### config.mk
export PLATFORM = sky130hd
export DESIGN_NAME = mult_div_unit_flat
export DESIGN_NICKNAME = d
export VERILOG_FILES = /design/src/rtl/mult_div_if.sv /design/src/rtl/mult_div_unit.sv /design/src/flat_wrapper.sv
export SDC_FILE = /design/constraint.sdc
export NUM_CORES = 1
export LEC_CHECK = 0
export ABC_AREA = 0
export BUFFER_PORTS_ARGS = -buffer_cell sky130_fd_sc_hd__buf_2
export CAP_MARGIN = 20
export CORE_UTILIZATION = 44
export DETAILED_ROUTE_END_ITERATION = 6
export SYNTH_ARGS = -nofsm -noshare
export SYNTH_HDL_FRONTEND = slang
export SYNTH_SLANG_ARGS = --single-unit
export TNS_END_PERCENT = 10
### constraint.sdc
create_clock -name Clk -period 11.1 [get_ports Clk]
set_clock_uncertainty 0.2 [all_clocks]
set_input_delay 1.11 -clock Clk [delete_from_list [all_inputs] [get_ports Clk]]
set_output_delay 1.11 -clock Clk [all_outputs]
set_load 0.1 [all_outputs]
### src/rtl/mult_div_if.sv
// Handshake/bus bundle between the issue logic (master) and the multiply/divide unit (slave).
interface mult_div_if #(
    parameter int WIDTH = 32
);
    logic             Start;
    logic [1:0]       Op;
    logic [WIDTH-1:0] OperandA;
    logic [WIDTH-1:0] OperandB;
    logic             MthiWrite;
    logic             MtloWrite;
    logic             Busy;
    logic             Done;
    logic [WIDTH-1:0] Hi;
    logic [WIDTH-1:0] Lo;

    modport master (
        output Start, Op, OperandA, OperandB, MthiWrite, MtloWrite,
        input  Busy, Done, Hi, Lo
    );

    modport slave (
        input  Start, Op, OperandA, OperandB, MthiWrite, MtloWrite,
        output Busy, Done, Hi, Lo
    );
endinterface

### src/rtl/mult_div_unit.sv
// Iterative MIPS MULT/MULTU/DIV/DIVU unit with architectural HI/LO registers.
// Magnitudes are processed unsigned; signs are restored in the FINISH cycle.
//
//   state  | meaning
//   Idle   | waiting; accepts Start or MTHI/MTLO writes
//   Calc   | one shift-add / restoring-divide step per cycle, ITER cycles
//   Finish | sign correction, HI/LO write, Done pulse follows
module mult_div_unit #(
    parameter int WIDTH = 32,
    parameter int ITER  = 32
) (
    input logic       Clk,
    input logic       Reset,
    mult_div_if.slave Bus
);
    localparam int CW = $clog2(ITER);
    localparam logic [CW-1:0] LAST = CW'(ITER - 1);

    typedef enum logic [1:0] {Idle, Calc, Finish} stateT;

    stateT              state, nextState;
    logic [CW-1:0]      count;
    logic [2*WIDTH-1:0] acc;
    logic [WIDTH-1:0]   opB;
    logic [WIDTH-1:0]   aRaw;
    logic               isDiv, bZero, negRes, negRem;
    logic [WIDTH-1:0]   hiReg, loReg;
    logic               doneReg;

    logic               signedOp, aNeg, bNeg;
    logic [WIDTH-1:0]   absA, absB;
    logic [WIDTH:0]     mulSum;
    logic [WIDTH:0]     remShift;
    logic               divFits;
    logic [2*WIDTH-1:0] iterNext;
    logic [2*WIDTH-1:0] prodFixed;
    logic [WIDTH-1:0]   hiRes, loRes;

    assign signedOp = ~Bus.Op[0];
    assign aNeg     = signedOp & Bus.OperandA[WIDTH-1];
    assign bNeg     = signedOp & Bus.OperandB[WIDTH-1];
    assign absA     = aNeg ? -Bus.OperandA : Bus.OperandA;
    assign absB     = bNeg ? -Bus.OperandB : Bus.OperandB;

    // acc holds {upper product, remaining multiplier} or {remainder, dividend/quotient}
    always_comb begin
        mulSum   = {1'b0, acc[2*WIDTH-1:WIDTH]} + (acc[0] ? {1'b0, opB} : '0);
        remShift = acc[2*WIDTH-1:WIDTH-1];
        divFits  = remShift >= {1'b0, opB};
        iterNext = {mulSum, acc[WIDTH-1:1]};
        if (isDiv) begin
            iterNext = {divFits ? (remShift[WIDTH-1:0] - opB) : remShift[WIDTH-1:0],
                        acc[WIDTH-2:0], divFits};
        end
    end

    always_comb begin
        prodFixed = negRes ? -acc : acc;
        hiRes     = prodFixed[2*WIDTH-1:WIDTH];
        loRes     = prodFixed[WIDTH-1:0];
        if (isDiv) begin
            if (bZero) begin
                hiRes = aRaw;
                loRes = '1;
            end else begin
                hiRes = negRem ? -acc[2*WIDTH-1:WIDTH] : acc[2*WIDTH-1:WIDTH];
                loRes = negRes ? -acc[WIDTH-1:0] : acc[WIDTH-1:0];
            end
        end
    end

    always_ff @(posedge Clk) begin
        if (Reset) state <= Idle;
        else       state <= nextState;
    end

    always_comb begin
        nextState = state;
        case (state)
            Idle:    if (Bus.Start) nextState = Calc;
            Calc:    if (count == LAST) nextState = Finish;
            Finish:  nextState = Idle;
            default: nextState = Idle;
        endcase
    end

    always_ff @(posedge Clk) begin
        if (Reset) begin
            count   <= '0;
            acc     <= '0;
            opB     <= '0;
            aRaw    <= '0;
            isDiv   <= 1'b0;
            bZero   <= 1'b0;
            negRes  <= 1'b0;
            negRem  <= 1'b0;
            hiReg   <= '0;
            loReg   <= '0;
            doneReg <= 1'b0;
        end else begin
            doneReg <= 1'b0;
            case (state)
                Idle: begin
                    if (Bus.Start) begin
                        isDiv  <= Bus.Op[1];
                        bZero  <= (Bus.OperandB == '0);
                        negRes <= aNeg ^ bNeg;
                        negRem <= aNeg;
                        aRaw   <= Bus.OperandA;
                        opB    <= absB;
                        acc    <= {{WIDTH{1'b0}}, absA};
                        count  <= '0;
                    end else begin
                        // Start has priority; MT writes only land on a quiet cycle
                        if (Bus.MthiWrite) hiReg <= Bus.OperandA;
                        if (Bus.MtloWrite) loReg <= Bus.OperandA;
                    end
                end
                Calc: begin
                    acc   <= iterNext;
                    count <= count + 1'b1;
                end
                Finish: begin
                    hiReg   <= hiRes;
                    loReg   <= loRes;
                    doneReg <= 1'b1;
                end
                default: ;
            endcase
        end
    end

    assign Bus.Busy = (state != Idle);
    assign Bus.Done = doneReg;
    assign Bus.Hi   = hiReg;
    assign Bus.Lo   = loReg;
endmodule

### src/flat_wrapper.sv
// flat-port wrapper written by rule: the top's interface ports become plain ports
module mult_div_unit_flat 
#(
    parameter int WIDTH = 32,
    parameter int ITER  = 32
)
  (Clk, Reset, Bus_Start, Bus_Op, Bus_OperandA, Bus_OperandB, Bus_MthiWrite, Bus_MtloWrite, Bus_Busy, Bus_Done, Bus_Hi, Bus_Lo);
  mult_div_if #(.WIDTH(WIDTH)) Bus_i ();
  input logic Clk;
  input logic Reset;
  input wire logic [$bits(Bus_i.Start)-1:0] Bus_Start;
  input wire logic [$bits(Bus_i.Op)-1:0] Bus_Op;
  input wire logic [$bits(Bus_i.OperandA)-1:0] Bus_OperandA;
  input wire logic [$bits(Bus_i.OperandB)-1:0] Bus_OperandB;
  input wire logic [$bits(Bus_i.MthiWrite)-1:0] Bus_MthiWrite;
  input wire logic [$bits(Bus_i.MtloWrite)-1:0] Bus_MtloWrite;
  output wire logic [$bits(Bus_i.Busy)-1:0] Bus_Busy;
  output wire logic [$bits(Bus_i.Done)-1:0] Bus_Done;
  output wire logic [$bits(Bus_i.Hi)-1:0] Bus_Hi;
  output wire logic [$bits(Bus_i.Lo)-1:0] Bus_Lo;
  assign Bus_i.Start = Bus_Start;
  assign Bus_i.Op = Bus_Op;
  assign Bus_i.OperandA = Bus_OperandA;
  assign Bus_i.OperandB = Bus_OperandB;
  assign Bus_i.MthiWrite = Bus_MthiWrite;
  assign Bus_i.MtloWrite = Bus_MtloWrite;
  assign Bus_Busy = Bus_i.Busy;
  assign Bus_Done = Bus_i.Done;
  assign Bus_Hi = Bus_i.Hi;
  assign Bus_Lo = Bus_i.Lo;
  mult_div_unit #(.WIDTH(WIDTH), .ITER(ITER)) u_core (.Clk(Clk), .Reset(Reset), .Bus(Bus_i));
endmodule
==> flow_summary_export.csv, run 1 <==
group,metric,value,unit
detailed_routing,drcViolationCount,0,
timing,grt_setup_unrepaired,"no",
global_routing,grt_start_max_net_pins,107,
detailed_routing,ant_nets,0,
cts,post_cts_resized,0,
placed_design,place_congestion,0.941,
cts,numCtsBuffers,26,
timing,slew_violations,0,
placed_design,dp_worst_setup_slack,6.77,ns
synth,ys_top_cells_by_area,"dfxtp_1 26%, a21oi_1 6.4%, mux2i_1 5.9%",
cts,cts_setup_buffers,0,
global_routing,grt_util_met1,38.4,%
critical_path,worstPathMaxFanout,32,
synth,synth_most_common_cell,"nand2_1",
global_routing,grt_pass1_vias,14700,
cts,cts_sinks,204,
layout,drive_gt1_share,11.1,%
timing,worst_pin_slew,1.16,ns
timing,fin_tns_setup,0,ns
detailed_routing,drt_iter0_drc,1157,
die,die_area,36900,sq um
power_and_ir_drop,leakage,7.05,nW
timing,setup_viol,0,
layout,fin_util,49.4,%
worst_hold_path,hp-class,"reg2reg",
synth,synth_area,15900,sq um
global_routing,grt_pass1_wl,83.1,mm
detailed_routing,via_per_inst,5.94,
synth,yosys.area.top_type,"dfxtp_1",
layout,synthToLayoutAreaGrowth,10.4,%
synth,postSynthCellCount,2123,
global_routing,grt_use_met3,2.94,%
power_and_ir_drop,power_density,132,nW/um^2
global_routing,busiest_layer,"met2",
synth,ys_ff_latch,204,
critical_path,cp_slowest_stage_delay,0.46,ns
critical_path,crit_path_top_delay_cell,"a31oi_1",
timing,setup_slack,6.87,ns
synth,ys_types,81,
die,num_rows,69,
global_routing,grt_usage,28.4,%
die,die_w,192,microns
critical_path,worstSetupPathType,"reg2reg",
synth,synth_fp_nets,2266,
detailed_routing,routedWlPerCell,20.2,microns
die,ios,137,
die,dieHeight,192,microns
synth,ys_warn_count,0,
power_and_ir_drop,p_total,2.32,mW
critical_path,setup.worst_path.end_class,"flip-flop",
detailed_routing,vias,15500,
cts,clkTransAtPathRegs,0.06,ns
cts,cts_buffer_depth,3,
timing,max_freq,236,MHz
synth,synthFlopType,"dfxtp_1",
critical_path,required,11.34,ns
critical_path,critPathTopFamily,"compound AO/OA/AOI/OAI gates",
cts,cts_tree,"built",
timing,maxSlewHeadroom,22.3,%
critical_path,startpoint_type,"flip-flop",
detailed_routing,wl,52.8,mm
synth,synth.top_cell.area_share,25.7,%
layout,num_antenna_cells,0,
run,cap_violations,0,
synth,synth_edf_count,0,
cts,h-tree-depth,1,
critical_path,path_buf_inv,2,
global_routing,grt-ovfl-total,0,
layout,nets,2274,
power_and_ir_drop,peakVddDrop,0.000107,V
critical_path,cp.arrival,4.47,ns
global_routing,antenna_found_initial,1,
global_routing,grt_use_met2,46.4,%
timing,layout_worst_path_cycle_share,38.1,%
run_status,run_status,"finished clean",
timing,finalCriticalPeriod,4.23,ns
die,start_util,44.8,%
synth,ys_seq_area_share,25.7,%
cts,clk_latency,0.56,ns
synth,yosys-top-cells-count,"233 x nand2_1, 210 x nor2_1, 204 x dfxtp_1",
placed_design,hpwl,38.3,mm
placed_design,portBuffers,136,
detailed_routing,drtPass1Iterations,5,
critical_path,path_cells,"inv_1 -> buf_4 -> nor2_1 -> ha_1 -> nor2b_1 -> o21ai_0 -> a21oi_1 -> o22ai_1 -> a31oi_1 -> a31oi_1 -> o21ai_0 -> a221o_1 -> a211o_1 -> a32o_1",
synth,synth_area_per_cell,7.50,sq um
timing,whs,0.255,ns
timing,hold_violations,0,
synth,async_reset_ff_share,0,%
die,coreArea,35600,sq um
cts,cts_hold_buf,0,
cts,clockRootBuffer,"clkbuf_16",
-- per-layer routing --
| metal | share of wire [%] | vias to the layer above | wire (microns) |
|---|---|---|---|
| li1 | - | 7639 | - |
| met1 | 46 | 7253 | 24000 |
| met2 | 45 | 536 | 23600 |
| met3 | 6.0 | 83 | 3180 |
| met4 | 3.6 | 0 | 1900 |
| met5 | 0 | - | 0 |
-- cells by family (layout without fill, tap and decap cells) --
| logic type | count (synthesis) | count (layout) | synth area share [%] |
|---|---|---|---|
| and+or+nand+nor | 665 | 665 | 19.5 |
| adders and majority gates | 72 | 72 | 5.75 |
| xor gates and xnor gates | 191 | 191 | 10.5 |
| muxes | 97 | 97 | 6.12 |
| AOI/OAI and AO/OA | 652 | 652 | 26.7 |
| DFF | 204 | 204 | 25.7 |
| buffers and inverters | 242 | 270 | 5.79 |
-- registers in the layout, indices dropped and copies added (netlist names) --
| name | flops |
|---|---|
| u_core.Bus.Done | 1 |
| u_core.Bus.Hi | 32 |
| u_core.Bus.Lo | 32 |
| u_core.aRaw | 32 |
| u_core.acc | 64 |
| u_core.bZero | 1 |
| u_core.count | 5 |
| u_core.isDiv | 1 |
| u_core.negRem | 1 |
| u_core.negRes | 1 |
| u_core.opB | 32 |
| u_core.state | 2 |
-- cell type report --
cell class                      instances  area (sq um)
Inverter                               66           248
Timing Repair Buffer                  156           837
Clock buffer                           39           790
Clock inverter                          9          68.8
Multi-Input combinational cell       1677         11000
Sequential cell                       204          4090
Fill cell                            3607         18000
Tap cell                              461           577
-- power by group --
group / total, mW / leakage (nW) / internal [mW] / switching [mW]
Sequential: 0.838 / 1.67 / 0.779 / 0.0589
Clock: 0.848 / 0.430 / 0.493 / 0.355
Combinational: 0.635 / 4.95 / 0.206 / 0.429
Total: 2.32 / 7.05 / 1.48 / 0.843
-- layout by cell type (no fill, tap or decap), types with 15 or more instances in the layout --
cell / n
a221oi_1: 32
ha_1: 70
a211oi_1: 84
o21ai_0: 127
buf_4: 20
nand2_1: 232
or3_1: 27
clkbuf_16: 26
xnor2_1: 85
nand2b_1: 22
nor2_1: 208
a221o_1: 18
xor2_1: 106
a21o_1: 28
nand3_1: 26
buf_2: 135
a21oi_1: 201
o31ai_1: 26
nor2b_1: 18
mux2i_1: 94
dfxtp_1: 201
inv_1: 66
nand4_1: 15
nor3_1: 41
-- worst register-to-register path: stages, from the launching register on --
cell	delay (ns)
dfxtp_1	0.39
inv_1	0.09
buf_4	0.34
nor2_1	0.11
ha_1	0.34
nor2b_1	0.14
o21ai_0	0.20
a21oi_1	0.13
o22ai_1	0.24
a31oi_1	0.24
a31oi_1	0.47
o21ai_0	0.29
a221o_1	0.41
a211o_1	0.29
a32o_1	0.24
-- worst paths after layout --
path	from	endpoint	slack, ns	depth (start not counted)
max	u_core.acc[0]	u_core.acc[63]	6.87	14
max reg2reg	u_core.acc[0]	u_core.acc[63]	6.87	14
min reg2reg	u_core.negRem	u_core.negRem	0.25	2
min	u_core.negRem	u_core.negRem	0.25	2
-- per-stage QoR --
step           area [sq um]  std cells
6_report              17600       2612
3_3_place_gp          16700       2562
4_1_cts               17600       2612
3_5_place_dp          16700       2564
5_1_grt               17600       2612
2_1_floorplan         15900       2123
No activity file was read; power rests on OpenSTA's default activity.
==> run 2, diff against run 1 <==
==> constraint.sdc (replaced) <==
create_clock -name Clk -period 3.82 [get_ports Clk]
set_clock_uncertainty 0.2 [all_clocks]
set_input_delay 0.382 -clock Clk [delete_from_list [all_inputs] [get_ports Clk]]
set_output_delay 0.382 -clock Clk [all_outputs]
set_load 0.1 [all_outputs]
==> flow_summary_export.csv, run 2 (synthesized netlist as in run 1, its figures left out) <==
group,metric,value,unit
power_and_ir_drop,leakage,7.68,nW
die,num_rows,69,
timing,setup_slack,0.212,ns
layout,nets,2400,
critical_path,worstPathMaxFanout,8,
placed_design,portBuffers,136,
global_routing,antenna_found_initial,0,
timing,finalCriticalPeriod,3.61,ns
cts,clockRootBuffer,"clkbuf_16",
layout,num_antenna_cells,0,
layout,design_area,18700,sq um
power_and_ir_drop,peakVddDrop,0.000379,V
die,coreArea,35600,sq um
timing,slew_violations,0,
global_routing,grt_start_max_net_pins,82,
detailed_routing,ant_nets,0,
layout,fin_cells,2738,
cts,cts_setup_buffers,0,
timing,maxSlewHeadroom,37.8,%
run,cap_violations,0,
layout,largest_reg_flops,64,
global_routing,grt_pass1_vias,15200,
cts,clkTransAtPathRegs,0.06,ns
cts,cts_buffer_depth,3,
timing,hold_violations,0,
die,dieHeight,192,microns
cts,clk_latency,0.56,ns
detailed_routing,via_per_inst,5.92,
placed_design,dp_worst_setup_slack,0.138,ns
placed_design,hpwl,40.6,mm
layout,synthToLayoutAreaGrowth,17.7,%
critical_path,path_cells,"buf_4 -> inv_1 -> ha_1 -> nor3b_1 -> nand2_1 -> or3_1 -> or3_1 -> or3_1 -> nand2_1 -> xnor2_1 -> mux2i_1 -> a221o_1 -> a21oi_1",
global_routing,grt-ovfl-total,0,
layout,fin_util,52.7,%
global_routing,grt_pass1_wl,86.0,mm
detailed_routing,drtPass1Iterations,6,
detailed_routing,drt_iter0_drc,1287,
timing,max_freq,277,MHz
placed_design,place_congestion,0.923,
layout,mostFrequentLayoutCell,"nand2_1",
cts,numCtsBuffers,26,
power_and_ir_drop,p_sw_share,35.5,%
power_and_ir_drop,p_sw,2.45,mW
critical_path,path_common_cell,"or3_1",
power_and_ir_drop,power_density,369,nW/um^2
timing,worst_pin_slew,0.934,ns
critical_path,r2r_slack,0.21,ns
die,die_w,192,microns
critical_path,cp_slowest_stage_delay,0.41,ns
detailed_routing,vias,16200,
timing,grt_setup_unrepaired,"no",
detailed_routing,routedWlPerCell,20.2,microns
power_and_ir_drop,p_clk_share,36.5,%
die,ios,137,
global_routing,grt_usage,29.6,%
timing,fin_tns_setup,0,ns
layout,drive_gt1_share,13.7,%
detailed_routing,drcViolationCount,0,
cts,cts_tree,"built",
die,die_area,36900,sq um
detailed_routing,wl,55.4,mm
layout,final_cell_mix,"232 x nand2_1, 208 x nor2_1, 201 x a21oi_1, 201 x dfxtp_1, 135 x buf_2",
timing,setup_viol,0,
critical_path,crit_path_top_delay_cell,"or3_1",
placed_design,postPlaceCellArea,17300,sq um
cts,h-tree-depth,1,
cts,cts_sinks,204,
critical_path,cp.arrival,3.89,ns
worst_hold_path,hp-class,"in2reg",
power_and_ir_drop,power_frac_seq,34.9,%
run_status,run_status,"finished clean",
critical_path,startpoint_type,"flip-flop",
critical_path,worstSetupPathType,"reg2reg",
die,start_util,44.8,%
timing,layout_worst_path_cycle_share,94.5,%
power_and_ir_drop,intPower,4.46,mW
placed_design,placed_cells,2635,
critical_path,setup.worst_path.end_class,"flip-flop",
power_and_ir_drop,pwr-share-comb,28.6,%
layout,top_register,"u_core.acc",
critical_path,required,4.10,ns
[run 2: changes by cell type in the layout (fill, tap and decap cells not counted), moves of 2 or more]
| cell | previous run | this run |
|---|---|---|
| bufinv_16 | 0 | 2 |
| clkinv_2 | 4 | 7 |
| buf_4 | 20 | 88 |
| dlygate4sd3_1 | 0 | 55 |
| buf_12 | 0 | 3 |
| clkbuf_8 | 9 | 6 |
[run 2: critical path: cells and delay by family (launching register included)]
| kind | cells | cell delay, ns |
|---|---|---|
| muxes | 1 | 0.09 |
| xor gates and xnor gates | 1 | 0.12 |
| and+or+nand+nor | 6 | 1.82 |
| AOI/OAI and AO/OA | 2 | 0.47 |
| buffers and inverters | 2 | 0.31 |
| DFF | 1 | 0.31 |
| adders and majority gates | 1 | 0.23 |
[run 2: area by class of cell]
type	instances	area [sq um]
clock buffers	35	744
clock inverters	13	136
fillers	3461	16800
inverters	66	248
multi-input cells	1677	11000
flip-flops and latches	204	4090
well taps	461	577
repair buffers	282	1960
[run 2: timing repair]
item	4_1_cts	5_1_grt
endpoints found under the hold margin	57	0
resized for setup	0	5
setup endpoints to repair	0	6
hold buffers	55	0
[run 2: final timing paths]
check | from | cells after the start | endpoint
worst min register to register | u_core.aRaw[18] | 2 | u_core.aRaw[18]
worst min-delay path | Bus_OperandB[18] | 3 | u_core.opB[18]
worst max-delay path | u_core.acc[32] | 13 | u_core.Bus.Hi[30]
worst max register to register | u_core.acc[32] | 13 | u_core.Bus.Hi[30]
[run 2: power by group through the flow]
| stage | clock network [mW] | registers (mW) | logic, mW |
|---|---|---|---|
| 2_1_floorplan | 0 | 2.65 | 1.18 |
| 3_3_place_gp | 0 | 2.45 | 1.90 |
| 3_5_place_dp | 0 | 2.46 | 1.91 |
| 4_1_cts | 2.57 | 2.41 | 1.96 |
| 5_1_grt | 2.64 | 2.43 | 2.15 |
| 6_report | 2.52 | 2.41 | 1.98 |
[run 2: per-layer routing]
layer  wire length (microns)  global-route usage [%]
met5                       0                       0
met3                    3150                    2.52
met4                    1960                    10.9
met1                   24600                    39.8
met2                   25600                    49.0
[run 2: metrics by stage]
stage / hold slack (ns) / total power, mW
2_1_floorplan: 0.232 / 3.82
3_3_place_gp: 0.239 / 4.35
3_5_place_dp: 0.247 / 4.36
4_1_cts: 0.00378 / 6.94
5_1_grt: 0.0317 / 7.22
6_report: 0.0208 / 6.91
